<file path="src/rtl/demux_pkg.sv">
// demux_pkg: shared constants and helpers for the registered 1-to-4 demux.
//   SEL_A..SEL_D : select codes for destinations a..d
//   DEMUX_WAYS   : number of output buses
//   sel_onehot() : 2-to-4 one-hot decode used by demux_sel_decode
package demux_pkg;

  localparam int DEMUX_WAYS = 4;

  localparam logic [1:0] SEL_A = 2'd0;
  localparam logic [1:0] SEL_B = 2'd1;
  localparam logic [1:0] SEL_C = 2'd2;
  localparam logic [1:0] SEL_D = 2'd3;

  function automatic logic [DEMUX_WAYS-1:0] sel_onehot(input logic [1:0] sel);
    logic [DEMUX_WAYS-1:0] oh;
    oh = '0;
    case (sel)
      SEL_A:   oh[0] = 1'b1;
      SEL_B:   oh[1] = 1'b1;
      SEL_C:   oh[2] = 1'b1;
      default: oh[3] = 1'b1;
    endcase
    return oh;
  endfunction

endpackage

</file>
<file path="src/rtl/demux_sel_decode.sv">
// demux_sel_decode: combinational 2-to-4 one-hot decoder.
//   sel [1:0] : destination select
//   oh  [3:0] : one-hot, bit i set when sel == i
module demux_sel_decode
  import demux_pkg::*;
(
  input  logic [1:0]            sel,
  output logic [DEMUX_WAYS-1:0] oh
);

  always_comb begin
    oh = sel_onehot(sel);
  end

endmodule

</file>
<file path="src/rtl/demux_nbit_x4_reg.sv">
// demux_nbit_x4_reg: registered 1-to-4 demultiplexer.
//   clk      : clock, rising edge
//   rst_n    : async active-low reset, clears all outputs
//   en       : update enable; low holds all outputs
//   sel [1:0]: destination select (0->a, 1->b, 2->c, 3->d)
//   y        : data to route (BUS_WIDTH)
//   a,b,c,d  : registered destination buses (BUS_WIDTH)
// Build option DEMUX_HOLD_UNSEL_EN: when defined, unselected outputs keep
// their value on an enabled edge; otherwise they clear to 0.
module demux_nbit_x4_reg
  import demux_pkg::*;
#(
  parameter int BUS_WIDTH = 8
) (
  input  logic                 clk,
  input  logic                 rst_n,
  input  logic                 en,
  input  logic [1:0]           sel,
  input  logic [BUS_WIDTH-1:0] y,
  output logic [BUS_WIDTH-1:0] a,
  output logic [BUS_WIDTH-1:0] b,
  output logic [BUS_WIDTH-1:0] c,
  output logic [BUS_WIDTH-1:0] d
);

  logic [DEMUX_WAYS-1:0]                sel_oh;
  logic [DEMUX_WAYS-1:0][BUS_WIDTH-1:0] q;

  demux_sel_decode u_dec (
    .sel (sel),
    .oh  (sel_oh)
  );

  // One register per way, all in one process so the packed array has a
  // single driver.
  always_ff @(posedge clk or negedge rst_n) begin
    if (!rst_n) begin
      q <= '0;
    end else if (en) begin
      for (int w = 0; w < DEMUX_WAYS; w++) begin
        if (sel_oh[w]) begin
          q[w] <= y;
        end else begin
`ifdef DEMUX_HOLD_UNSEL_EN
          q[w] <= q[w];
`else
          q[w] <= '0;
`endif
        end
      end
    end
  end

  assign a = q[0];
  assign b = q[1];
  assign c = q[2];
  assign d = q[3];

endmodule

</file>
<file path="config.mk">
export PLATFORM = sky130hd
export DESIGN_NAME = demux_nbit_x4_reg
export DESIGN_NICKNAME = d
export VERILOG_FILES = /design/src/rtl/demux_pkg.sv /design/src/rtl/demux_sel_decode.sv /design/src/rtl/demux_nbit_x4_reg.sv
export SDC_FILE = /design/constraint.sdc
export NUM_CORES = 1
export LEC_CHECK = 0
export ABC_AREA = 0
export CAP_MARGIN = 20
export CORE_MARGIN = 5
export CORE_UTILIZATION = 43
export CTS_CLUSTER_DIAMETER = 150
export DETAILED_ROUTE_END_ITERATION = 8
export GPL_ROUTABILITY_DRIVEN = 0
export PLACE_DENSITY = 0.78
export SYNTH_ARGS = -nofsm -noshare
export SYNTH_HDL_FRONTEND = slang
export SYNTH_SLANG_ARGS = --single-unit
</file>
<file path="constraint.sdc">
create_clock -name clk -period 0.8 [get_ports clk]
set_input_delay 0.12 -clock clk [delete_from_list [all_inputs] [get_ports clk]]
set_output_delay 0.12 -clock clk [all_outputs]
set_load 0.02 [all_outputs]
</file>
# Word level (Yosys, flattened, before mapping)
# Index checks and enable logic that the tools add are counted.
[op_classes]
eq_ne = 2
mux = 7
n_reduce_logical = 2
[ops]
columns = ["operator", "n"]
rows = [
  ["two-way mux 8 bit", 4],
  ["two-way mux 1 bit", 3],
  ["OR reduction 3 bit", 1],
  ["== test 2 x 1 -> 1 bit (second input constant)", 1],
  ["== test 2 bit (second input constant)", 1],
  ["zero test 2 bit", 1],
]
[totals]
reg_bits = 32
inputBits = 13
output_inout_bits = 32

# Logic depth before layout (Yosys ltp)
# Gate-level depths: netlist of the first run.
[depth]
word_depth = 3
depth_mapped = 3
depth_no_buf = 2

# Cells and area by module
# From an unflattened synthesis of the first run, not the netlist that was laid out.
[unflattened]
cells_unflattened = 143
hier_area_um2 = 1358.8
[modules_own_cells]
columns = ["module", "n_inst", "cells_each", "area_each_um2", "seq_area_each_um2"]
rows = [
  ["demux_nbit_x4_reg", 1, 139, 1332.5, 800.8],
  ["demux_sel_decode", 1, 4, 26.3, 0.0],
]

# Worst setup path after synthesis of the first run
# No wires, ideal clock.
[synth_timing]
path_type = "register to register"
from = "register, netlist name a[7]"
to = "register q, in the netlist a[7]"
arrival_time_ns = 0.579
required_time_ns = 0.673
slack_ns = 0.093
path_stages_with_launch = 3
path_buffers = 0
period_less_slack_ns = 0.707
cell_sequence = "dfrtp_1 inv_1 o22ai_2"
[synth_rtl]
columns = ["element", "line", "source"]
rows = [
  ["end signal: indexed assignment", "demux_nbit_x4_reg.sv:42", "q[w] <= y;"],
  ["end: declaration", "demux_nbit_x4_reg.sv:27", "logic [DEMUX_WAYS-1:0][BUS_WIDTH-1:0] q;"],
]

# Final worst setup path of the first run
[layout_timing]
from = "register q, in the netlist b[1]"
to = "output port b[1]"
[layout_rtl]
columns = ["element", "line", "source"]
rows = [
  ["end: declaration", "demux_nbit_x4_reg.sv:21", "output logic [BUS_WIDTH-1:0] b,"],
]
# No word-level cell between the ends.

==> results of run 1 <==
==> metal layers <==
metal,GRT usage,up-vias,wire [um]
li1,-,512,-
met3,0.0604,12,226
met2,0.294,37,1940
met4,0.109,0,106
met1,0.198,551,1420
met5,0,-,0
==> cell families after synthesis <==
family | share of synthesized area
buf+inv | 0.130
flops | 0.658
compound gates | 0.170
simple gates | 0.0432
==> layout make-up <==
type,count,share of cell area
Multi-Input combinational cell,44,0.142
Inverter,32,0.0591
Timing Repair Buffer,66,0.356
Clock buffer,8,0.0290
Tap cell,31,0.0191
Sequential cell,32,0.394
==> placed cells by master, fill, tap and decap left out, types with 3 or more instances in the layout <==
cell              n
buf_12            3
inv_1            28
buf_6            36
clkbuf_4          5
inv_2             4
o22ai_2           5
buf_4            14
clkdlybuf4s50_1   9
o22ai_1          27
nand2_1           8
dfrtp_1          32
==> final timing paths <==
check | depth (start not counted) | slack (ns) | from | endpoint
max reg2reg | 3 | -0.06 | a[4] | a[4]
min reg2reg | 2 | 0.55 | c[6] | c[6]
min | 2 | 0.12 | rst_n | d[0]
max in group asynchronous | 2 | 0.50 | rst_n | d[3]
max | 1 | -0.25 | b[1] | b[1]
min in group clk | 3 | 0.27 | sel[0] | a[7]
==> through the flow <==
stage	cells	hold WS, ns	area, um2	setup WS (ns)	setup TNS, ns
after floorplan	115	-0.176	1220	0.0934	0
after detailed placement	190	0.504	1750	-0.437	-21.27
final	213	0.121	2030	-0.246	-6.68
after global routing	213	0.129	2030	-0.290	-8.05
after CTS	207	0.132	1940	-0.233	-6.71
after global placement	190	0.499	1750	-0.394	-20.06
==> power groups by stage <==
stage / sequential (W) / combinational, W / clock (W)
2_1_floorplan: 0.00190 / 0.000168 / 0
5_1_grt: 0.00179 / 0.000832 / 0.00109
3_5_place_dp: 0.00179 / 0.000653 / 0
3_3_place_gp: 0.00179 / 0.000636 / 0
6_report: 0.00178 / 0.000782 / 0.000993
4_1_cts: 0.00178 / 0.000728 / 0.000987
==> synthesized netlist by cell type <==
| master | count |
|---|---|
| buf_2 | 6 |
| buf_4 | 1 |
| dfrtp_1 | 32 |
| inv_1 | 32 |
| nand2_1 | 9 |
| nand2b_1 | 2 |
| o22ai_1 | 31 |
| o22ai_2 | 1 |
| or2_1 | 1 |
==> flip-flops by register name, indices dropped and copies added, names as in the netlist <==
name	count
a	8
b	8
c	8
d	8
==> repair_timing <==
| item | 4_1_cts | 5_1_grt |
|---|---|---|
| setup endpoints to repair | 64 | 48 |
| endpoints found under the hold margin | 0 | 0 |
| setup buffers | 8 | 8 |
| resized for setup | 196 | 13 |
| cloned | 1 | 0 |
| pin swaps | 0 | 2 |
==> summary.txt, run 1 <==
Floorplanning
  – Die Ht: approximately 63 um
  – Die ar.: between 0.003 and 0.004 mm2
  – Initial core utilization: 0.445
  – FP Rows: 19
  – Boundary Pins: 45
  – Die Width: roughly 63 um
  – Core area: ~0.0027 mm2

Placement
  – PortBufs: between 40 and 50
  – Post-DP HPWL: ~2200 um

STA
  – Relative slew slack: 0.858
  – Final Setup Violations: 34
  – Max Freq: approximately 960 MHz
  – Final Hold Viols: 0
  – Setup ws final: -0.246 ns
  – Layout Skew: 0 ns
  – Fin. max-slew vios: 0
  – Tcrit/Tclk final: 1.31
  – RSZ-0062 raised after global routing: yes
  – Worst slew pin tran: around 0.21 ns
  – Final worst path period need: roughly 1.0 ns

Critical path
  – Worst path cell trace: buf_6
  – Arrival time at the worst endpoint: around 0.93 ns
  – Crit path buf inv count: 1
  – Worst path max stage delay: 0.43 ns
  – Type of the worst setup path: reg -> out
  – CP max FO: 2
  – Worst path top cell family by delay: flip-flops
  – Crit. End Element: output port
  – CP max stage cell: dfrtp_1
  – Required time worst endpoint: just under 0.7 ns
  – Startpoint Class: register

Yosys
  – Synth cell types: 9
  – Post-synthesis sequential area ratio: 0.658
  – Post-synth top area cell: dfrtp_1
  – Dominant cells by area after synthesis: dfrtp_1, o22ai_1, inv_1
  – Syn_nets: 128
  – Synth warn: 0
  – Syn Std Cell Area: roughly 0.0012 mm2
  – Synth Instances: between 100 and 150
  – Synth top area share: 0.658
  – Syn avg cell area: 10.6 um2
  – #FFs+latches synth: 32

Clock tree
  – Clk sink count: 32
  – Cts hold-fix bufs: 0
  – CTS Root Cell: clkbuf_4
  – Clk_lat worst skew: about 0.34 ns
  – Clock buffer count from CTS: 5
  – CTS tree: built
  – Clk pin slew, worst setup/hold paths: about 0.10 ns
  – H-tree levels: 2
  – Largest buffer count on any clock path: 2

Route
  – Pre-Repair DR Iteration Count: 4
  – Routed wire per std cell: about 17 um
  – Vias: between 1,000 and 1,500
  – Vias per cell: between 5 and 6
  – Total wire length: 3680 um
  – Initial drt markers: 26
  – Remaining routing DRC violations: 0
  – Routed Antenna Nets: 0

Layout
  – Multi-input gate area: 289 um2
  – # nets final: between 150 and 200
  – Seq. cell area: ~800 um2
  – Filler Cell Count: 180
  – Fin util: 0.743
  – Ant. Diodes: 0
  – Share of cells above drive strength 1: 0.390
  – Area Growth Syn to Fin: 66.8%

GRT
  – Pin count of the biggest net entering global routing: 33
  – GRT Overall Usage: 0.179
  – First-pass GRT wire length: approximately 5400 um
  – Initial antenna violation count: 0
  – Grt ovf: 0
  – Vias in the first global route: 1,138

Power and ir drop
  – Leakage power: ~0.98 nW
  – Combinational Power Share: 0.220
  – P per Cell Area: about 1800 mW/mm2
  – VDD IR max: roughly 1.3 mV
  – Clock network fraction of total power: 0.279
  – Cell-internal power: 0.00255 W
  – Sequential power share: 0.501
  – NetSw: roughly 0.001 W
  – Power after layout: 0.00356 W
  – Net Sw Frac: 0.284

Flow run
  – Max-Cap Viols: 0

Status
  – Failing checks: setup timing
  – Status: complete, but fails checks

Min path
  – Worst Hold Class: in -> async
Note: power is estimated with default switching activity, not from simulation.
==> run 2, diff against run 1 <==
- CORE_UTILIZATION: 43 -> 46
- PLACE_DENSITY: 0.78 -> 0.92
- SETUP_SLACK_MARGIN: not set -> 0.15
- clock period: 0.8 -> 1.3 ns (I/O delays scaled with it)
==> run 2 against run 1 <==
Compared with the run above: the flow now finishes without violations; final area shrank 22%; highest routed layer unchanged; clock skew is the same; power shrank 46%.
==> summary.txt, run 2 (synthesis results as in run 1) <==
GRT
  – Grt ovf: 0
  – Vias in the first global route: around 950
  – Initial antenna violation count: 0
  – First-pass GRT wire length: 4770 um
  – Pin count of the biggest net entering global routing: 41
  – GRT Overall Usage: 0.180

Critical path
  – Crit path depth: 1
  – Startpoint Class: register
  – Required time worst endpoint: about 1.1 ns
  – Setup crit end: c[5]
  – CP max stage cell: dfrtp_1
  – Worst path top cell family by delay: flip-flops
  – RR Startpoint: b[5]
  – Reg-to-reg endpoint: b[5]
  – Reg2Reg Setup Slack: a little over 0.6 ns
  – Arrival time at the worst endpoint: around 0.89 ns
  – Crit. End Element: output port
  – Crit path launch: c[5]
  – CP max FO: 2
  – Worst path max stage delay: about 0.40 ns
  – Type of the worst setup path: reg -> out
  – Crit path buf inv count: 1
  – R2R cell count: 2
  – Worst path cell trace: buf_2

Route
  – Pre-Repair DR Iteration Count: 4
  – Routed Antenna Nets: 0
  – Vias per cell: around 5.2
  – Initial drt markers: 36
  – Vias: 994
  – Remaining routing DRC violations: 0
  – Total wire length: roughly 3000 um
  – Routed wire per std cell: between 15 and 20 um

Floorplanning
  – Initial core utilization: 0.487
  – Boundary Pins: 45
  – FP Rows: 18
  – Die Width: around 61 um
  – Core area: 0.00250 mm2
  – Die Ht: between 60 and 70 um
  – Die ar.: around 0.0038 mm2

Layout
  – Area Growth Syn to Fin: 30.1%
  – Non-filler instance count after layout: ~190
  – Fin util: 0.634
  – # nets final: around 170
  – Most frequent cells in the layout: inv_1, dfrtp_1, buf_2, o22ai_1, clkdlybuf4s50_1
  – Share of cells above drive strength 1: 0.255
  – Ant. Diodes: 0

Power and ir drop
  – Cell-internal power: ~0.0014 W
  – Clock network fraction of total power: 0.265
  – P per Cell Area: 1210 mW/mm2
  – Net Sw Frac: 0.283
  – Power after layout: between 0.0015 and 0.002 W
  – Sequential power share: 0.565
  – Leakage power: roughly 0.8 nW
  – NetSw: roughly 0.00054 W
  – VDD IR max: about 0.87 mV
  – Combinational Power Share: 0.170

Clock tree
  – Clk pin slew, worst setup/hold paths: approximately 0.09 ns
  – Clock buffer count from CTS: 5
  – Clk_lat worst skew: about 0.31 ns
  – Post-CTS resize count: roughly 130
  – CTS tree: built
  – Post-CTS setup buffers: 0
  – Clk sink count: 32
  – Largest buffer count on any clock path: 2
  – CTS Root Cell: clkbuf_4
  – H-tree levels: 2
  – Cts hold-fix bufs: 0

STA
  – Final worst path period need: roughly 1.1 ns
  – Max Freq: just over 900 MHz
  – Tcrit/Tclk final: 0.837
  – Final Hold Viols: 0
  – RSZ-0062 raised after global routing: no
  – Worst slew pin tran: just under 0.4 ns
  – Setup ws final: approximately 0.21 ns
  – Final Setup Violations: 0
  – Fin. max-slew vios: 0
  – Layout Skew: 0 ns
  – Relative slew slack: 0.736

Placement
  – PortBufs: 44
  – Placed Instances: 184
  – Post-DP HPWL: roughly 2100 um
  – Worst slack, placed: -0.0505 ns

Flow run
  – Max-Cap Viols: 0

Min path
  – Worst Hold Class: in -> async

Status
  – Status: finished clean
run 2: metal layers:
| metal | vias to the layer above | GRT usage | wire [um] |
|---|---|---|---|
| met3 | 3 | 0.0482 | 256 |
| met1 | 475 | 0.243 | 1240 |
| met5 | - | 0 | 0 |
| li1 | 469 | - | - |
| met4 | 0 | 0.0727 | 17 |
| met2 | 47 | 0.278 | 1450 |
run 2: through the flow:
stage	hold slack (ns)	TNS (ns)	cell area, um2
2_1_floorplan	-0.101	0	1220
3_3_place_gp	0.514	0	1700
3_5_place_dp	0.520	-0.454	1700
4_1_cts	0.224	0	1580
5_1_grt	0.215	0	1580
6_report	0.219	0	1580
run 2: worst min-delay path by stage:
| stage | from | end | slack [ns] | depth (start not counted) |
|---|---|---|---|---|
| after floorplan | rst_n | a[0] | -0.10 | 0 |
| after global placement | a[2] | a[2] | 0.51 | 2 |
| after detailed placement | d[2] | d[2] | 0.52 | 2 |
| after CTS | rst_n | a[3] | 0.22 | 2 |
| after global routing | rst_n | b[7] | 0.22 | 2 |
| final | rst_n | a[3] | 0.22 | 2 |
run 2: power groups by stage:
stage	Combinational (W)	Sequential, W	Clock [W]
finish	0.000326	0.00108	0.000507
global route	0.000354	0.00109	0.000565
CTS	0.000329	0.00108	0.000508
detailed placement	0.000384	0.00110	0
global placement	0.000374	0.00110	0
floorplan	0.000103	0.00117	0
run 2: cell type report:
| cell class | count | area (um2) |
|---|---|---|
| clock inverter | 1 | 5.00 |
| clock buffer | 6 | 41.3 |
| inverter | 32 | 120 |
| sequential | 32 | 801 |
| multi-input combinational | 44 | 259 |
| timing repair buffer | 46 | 320 |
| fill | 209 | 916 |
| tap | 30 | 37.5 |
==> edit 1, RTL diff (flow settings as in run 1) <==
Change the parameter `BUS_WIDTH` from 8 to 12.
--- a/src/rtl/demux_nbit_x4_reg.sv
+++ b/src/rtl/demux_nbit_x4_reg.sv
@@ -11,5 +11,5 @@
   import demux_pkg::*;
 #(
-  parameter int BUS_WIDTH = 8
+  parameter int BUS_WIDTH = 12
 ) (
   input  logic                 clk,
Interface: changed (5 resized); port bits go from 45 to 65. The function was not compared with the original's and may differ.
==> edit 1 against run 1 <==
The run still ends with negative setup slack left; setup slack gained 0.063 ns; critical path depth did not move; combinational power increased by 55%; cell count increased by 53%; worst hold slack improved by 0.097 ns; sequential cell count grew 16; synthesized area rose by 76%; via count up 35%; cell area grew 57%; clock power rose by 66%; total power is 55% higher; global-route usage down 1.2 points; count of clock-buffer cells in the layout decreased by 3; wire length up 36%.
==> edit 1: results (changes against run 1) <==
wl_per_cell_um: 15.34  # -11%
dpl_cell_area_sq_um: 2895  # +66%
dp_cells: 303  # +59%
critical_path.endpoint: "d[11]"
ys_seq_area_share_pct: 56.14  # -9.6 points
dp_hpwl_um: 3467  # +55%
grt_pass1_wl_um: 8086  # +49%
buffer_area_share_pct: 30.22  # -5.4 points
grt_use_met2_pct: 28.06  # -1.3 points
buffers: 92  # +39%
grt_pass1_vias: 1562  # +37%
first_iter_violations: 60  # +130%
fillers: 377  # +110%
grt_use_total_pct: 16.66  # -1.2 points
hold_path_end: "a[10]$_DFFE_PN0P_"
outcome: "finished, violations left"
clock_area_share_pct: 3.097  # +0.20 points
r2r_setup_slack_ns: 0.03  # +0.09 ns
power_switching_mw: 1.464  # +45%
grt_max_degree: 29  # -12%
fin_setup_tns_ns: -7.378  # -0.6930 ns
r2r-start: "d[1]$_DFFE_PN0P_"
hp-class: "in2reg"
clk_pin_slew_ns: 0.08  # -0.02 ns
sh_seq_area_pct: 37.63  # -1.8 points
grt_use_met3_pct: 5.381  # -0.66 points
drive_gt1_share_pct: 52.12  # +13 points
fin_hold_ws_ns: 0.2180  # +0.09654 ns
grt_use_met1_pct: 20.66  # +0.84 points
seq_cell_count: 48  # +50%
fin_ws_ns: -0.1825  # +0.06345 ns
nMultiInputCombCells: 65  # +48%
synth_cell_types: 13  # +4
wl_met3_um: 284  # +26%
synthTopCellsByArea: "dfrtp_1, o22ai_2, inv_1, nand2_4, o22ai_1"
multiInputGateArea_sq_um: 663.1  # +130%
yosys-top-cells-count: "dfrtp_1, inv_1, o22ai_2"
instances_no_fill: 326  # +53%
setup_viol_count_final: 48  # +41%
dieArea_sq_um: 6487  # +62%
preCtsSetupSlack_ns: -0.4051  # +0.03225 ns
wirelength_met1_um: 2140  # +51%
cts-root-buf: "clkbuf_8"
rr_endpoint: "d[1]$_DFFE_PN0P_"
arrival_ns: 0.86  # -0.07 ns
postSynthCellCount: 171  # +49%
numPortBuffers: 64  # +45%
p_leak_nw: 1.492  # +52%
violations: "negative setup slack"
via_count: 1506  # +35%
edit 1: what timing repair did:
action / CTS / global route
hold buffers: 1 / 0
pin swaps: 1 / 3
cloned: 1 / 0
hold endpoints to repair: 48 / 0
resized for setup: 290 / 8
setup endpoints to repair: 91 / 53
buffers inserted: 8 / 10
edit 1: power groups by stage:
| stage | sequential [mW] | clock, mW | combinational, mW |
|---|---|---|---|
| 2_1_floorplan | 2.85 | 0 | 0.412 |
| 3_3_place_gp | 2.69 | 0 | 1.10 |
| 3_5_place_dp | 2.69 | 0 | 1.12 |
| 4_1_cts | 2.67 | 1.68 | 1.19 |
| 5_1_grt | 2.69 | 1.75 | 1.30 |
| 6_report | 2.67 | 1.65 | 1.21 |
edit 1: logic make-up after synthesis:
group / share of synthesized area, %
buffers and inverters: 13.16
flip-flops: 56.14
AO/OA/AOI/OAI: 23.68
AND/OR/NAND/NOR: 7.017
==> edit 2, RTL diff (settings of run 1) <==
Without the edit above. Register the inputs `en`, `sel` and `y` before use. The logic sees them one clock later.
--- a/src/rtl/demux_nbit_x4_reg.sv
+++ b/src/rtl/demux_nbit_x4_reg.sv
@@ -24,9 +24,19 @@
 );
 
+  logic en_q;
+  logic [1:0] sel_q;
+  logic [BUS_WIDTH-1:0] y_q;
+
+  always_ff @(posedge clk) begin
+    en_q  <= en;
+    sel_q <= sel;
+    y_q   <= y;
+  end
+
   logic [DEMUX_WAYS-1:0]                sel_oh;
   logic [DEMUX_WAYS-1:0][BUS_WIDTH-1:0] q;
 
   demux_sel_decode u_dec (
-    .sel (sel),
+    .sel (sel_q),
     .oh  (sel_oh)
   );
@@ -37,8 +47,8 @@
     if (!rst_n) begin
       q <= '0;
-    end else if (en) begin
+    end else if (en_q) begin
       for (int w = 0; w < DEMUX_WAYS; w++) begin
         if (sel_oh[w]) begin
-          q[w] <= y;
+          q[w] <= y_q;
         end else begin
 `ifdef DEMUX_HOLD_UNSEL_EN
Formal check against the unedited RTL: not equivalent (a bounded check fails within 4 cycles, from zero or initial values and one cycle with rst_n low).
==> edit 2 against run 1 <==
The flow still finishes with violations (negative setup slack); cell count is 17% higher; cell area is 41% higher; clock power is 50% higher; wire length is 59% higher; total power is 41% higher; setup slack worse by 0.055 ns; sequential cell count is 11 higher; synthesized area is 18% higher; highest routed layer unchanged.
==> edit 2: results (changes against run 1) <==
async_flop_share_pct: 74.42  # -26 points
dp_hpwl_um: 2269  # +1.1%
p_leak_nw: 1.234  # +26%
wirelength_met1_um: 2288  # +62%
r2r-start: "sel_q[0]$_DFF_P_"
highest_layer: "met4"
r2r_setup_slack_ns: -0.16  # -0.10 ns
instances_no_fill: 250  # +17%
ys_seq_area_share_pct: 71.02  # +5.2 points
fin_nets: 216  # +11%
fin_ws_ns: -0.3005  # -0.05455 ns
yosysTopAreaCell: "dfrtp_1"
fin_hold_ws_ns: 0.1146  # -0.006924 ns
clk_latency_ns: 0.39  # +0.05 ns
antenna_cells: 0  # unchanged
clk_pin_slew_ns: 0.14  # +0.04 ns
post-route-util_pct: 87.09  # +13 points
met2_length_um: 2876  # +49%
grt_use_met1_pct: 24.57  # +4.8 points
grt_use_met2_pct: 38.64  # +9.3 points
final-seq-area_sq_um: 1032  # +29%
setup_viol_count_final: 64  # +88%
wl_met3_um: 373  # +65%
synthTopCellsByArea: "dfrtp_1, dfxtp_1, o22ai_1, inv_1, nand2_1"
grt_pass1_wl_um: 6989  # +28%
seq_cell_count: 43  # +34%
numPortBuffers: 44  # unchanged
max_slew_margin_pct: 84.80  # -0.95 points
via_per_inst: 5.392  # +3.3%
synth-compound-area-share_pct: 13.93  # -3.0 points
buffers: 77  # +17%
grt_use_met3_pct: 4.926  # -1.1 points
grt_pass1_vias: 1320  # +16%
violations: "negative setup slack"
rr_worst_depth: 2  # -1
drive_gt1_share_pct: 60.78  # +22 points
ir_worst_vdd_mv: 1.569  # +22%
cts_setup_buffers: 9  # +1
n_clock_buffer: 6  # -2
fin_setup_tns_ns: -11.44  # -4.751 ns
fillers: 133  # -26%
cp_slowest_stage_delay_ns: 0.45  # +0.02 ns
yosys-top-cells-count: "dfrtp_1, inv_1, o22ai_1"
dpl_cell_area_sq_um: 1999  # +14%
rr_endpoint: "a[5]$_DFFE_PN0P_"
buffer_area_share_pct: 31.10  # -4.5 points
postRouteWirelength_um: 5858  # +59%
clock_area_share_pct: 3.018  # +0.12 points
first_iter_violations: 77  # +200%
finClkSkew_ns: 0.02741  # +0.02741 ns
postSynthCellCount: 126  # +9.6%
grt_use_total_pct: 22.09  # +4.2 points
synth_cell_types: 10  # +1
multi_input_area_share_pct: 23.58  # +9.3 points
outcome: "finished, violations left"
cts-resized-gates: 266  # +36%
synth_nets: 139  # +8.6%
-- edit 2: cell types whose count changed after synthesis --
cell,before,now
buf_2,6,5
buf_6,0,1
dfxtp_1,0,11
o22ai_1,31,32
o22ai_2,1,0
-- edit 2: worst max path at each step --
stage                        to  slack [ns]             start  cells after the start
2_1_floorplan  a[0]$_DFFE_PN0P_       -0.02  sel_q[0]$_DFF_P_                      3
3_3_place_gp               d[7]       -0.27  d[7]$_DFFE_PN0P_                      1
3_5_place_dp               c[4]       -0.30  c[4]$_DFFE_PN0P_                      1
4_1_cts                    c[4]       -0.27  c[4]$_DFFE_PN0P_                      1
5_1_grt                    a[6]       -0.33  a[6]$_DFFE_PN0P_                      1
6_report                   c[6]       -0.30  c[6]$_DFFE_PN0P_                      1
-- edit 2: worst register-to-register path, delay by kind of cell, from the launching register on --
kind	cells	cell delay (ns)
compound gates	1	0.16
flops	1	0.39
simple gates	1	0.34
-- edit 2: where the power goes --
group          internal, mW  switching [mW]
logic                 0.577           0.540
registers              2.28           0.134
clock network         0.739           0.751
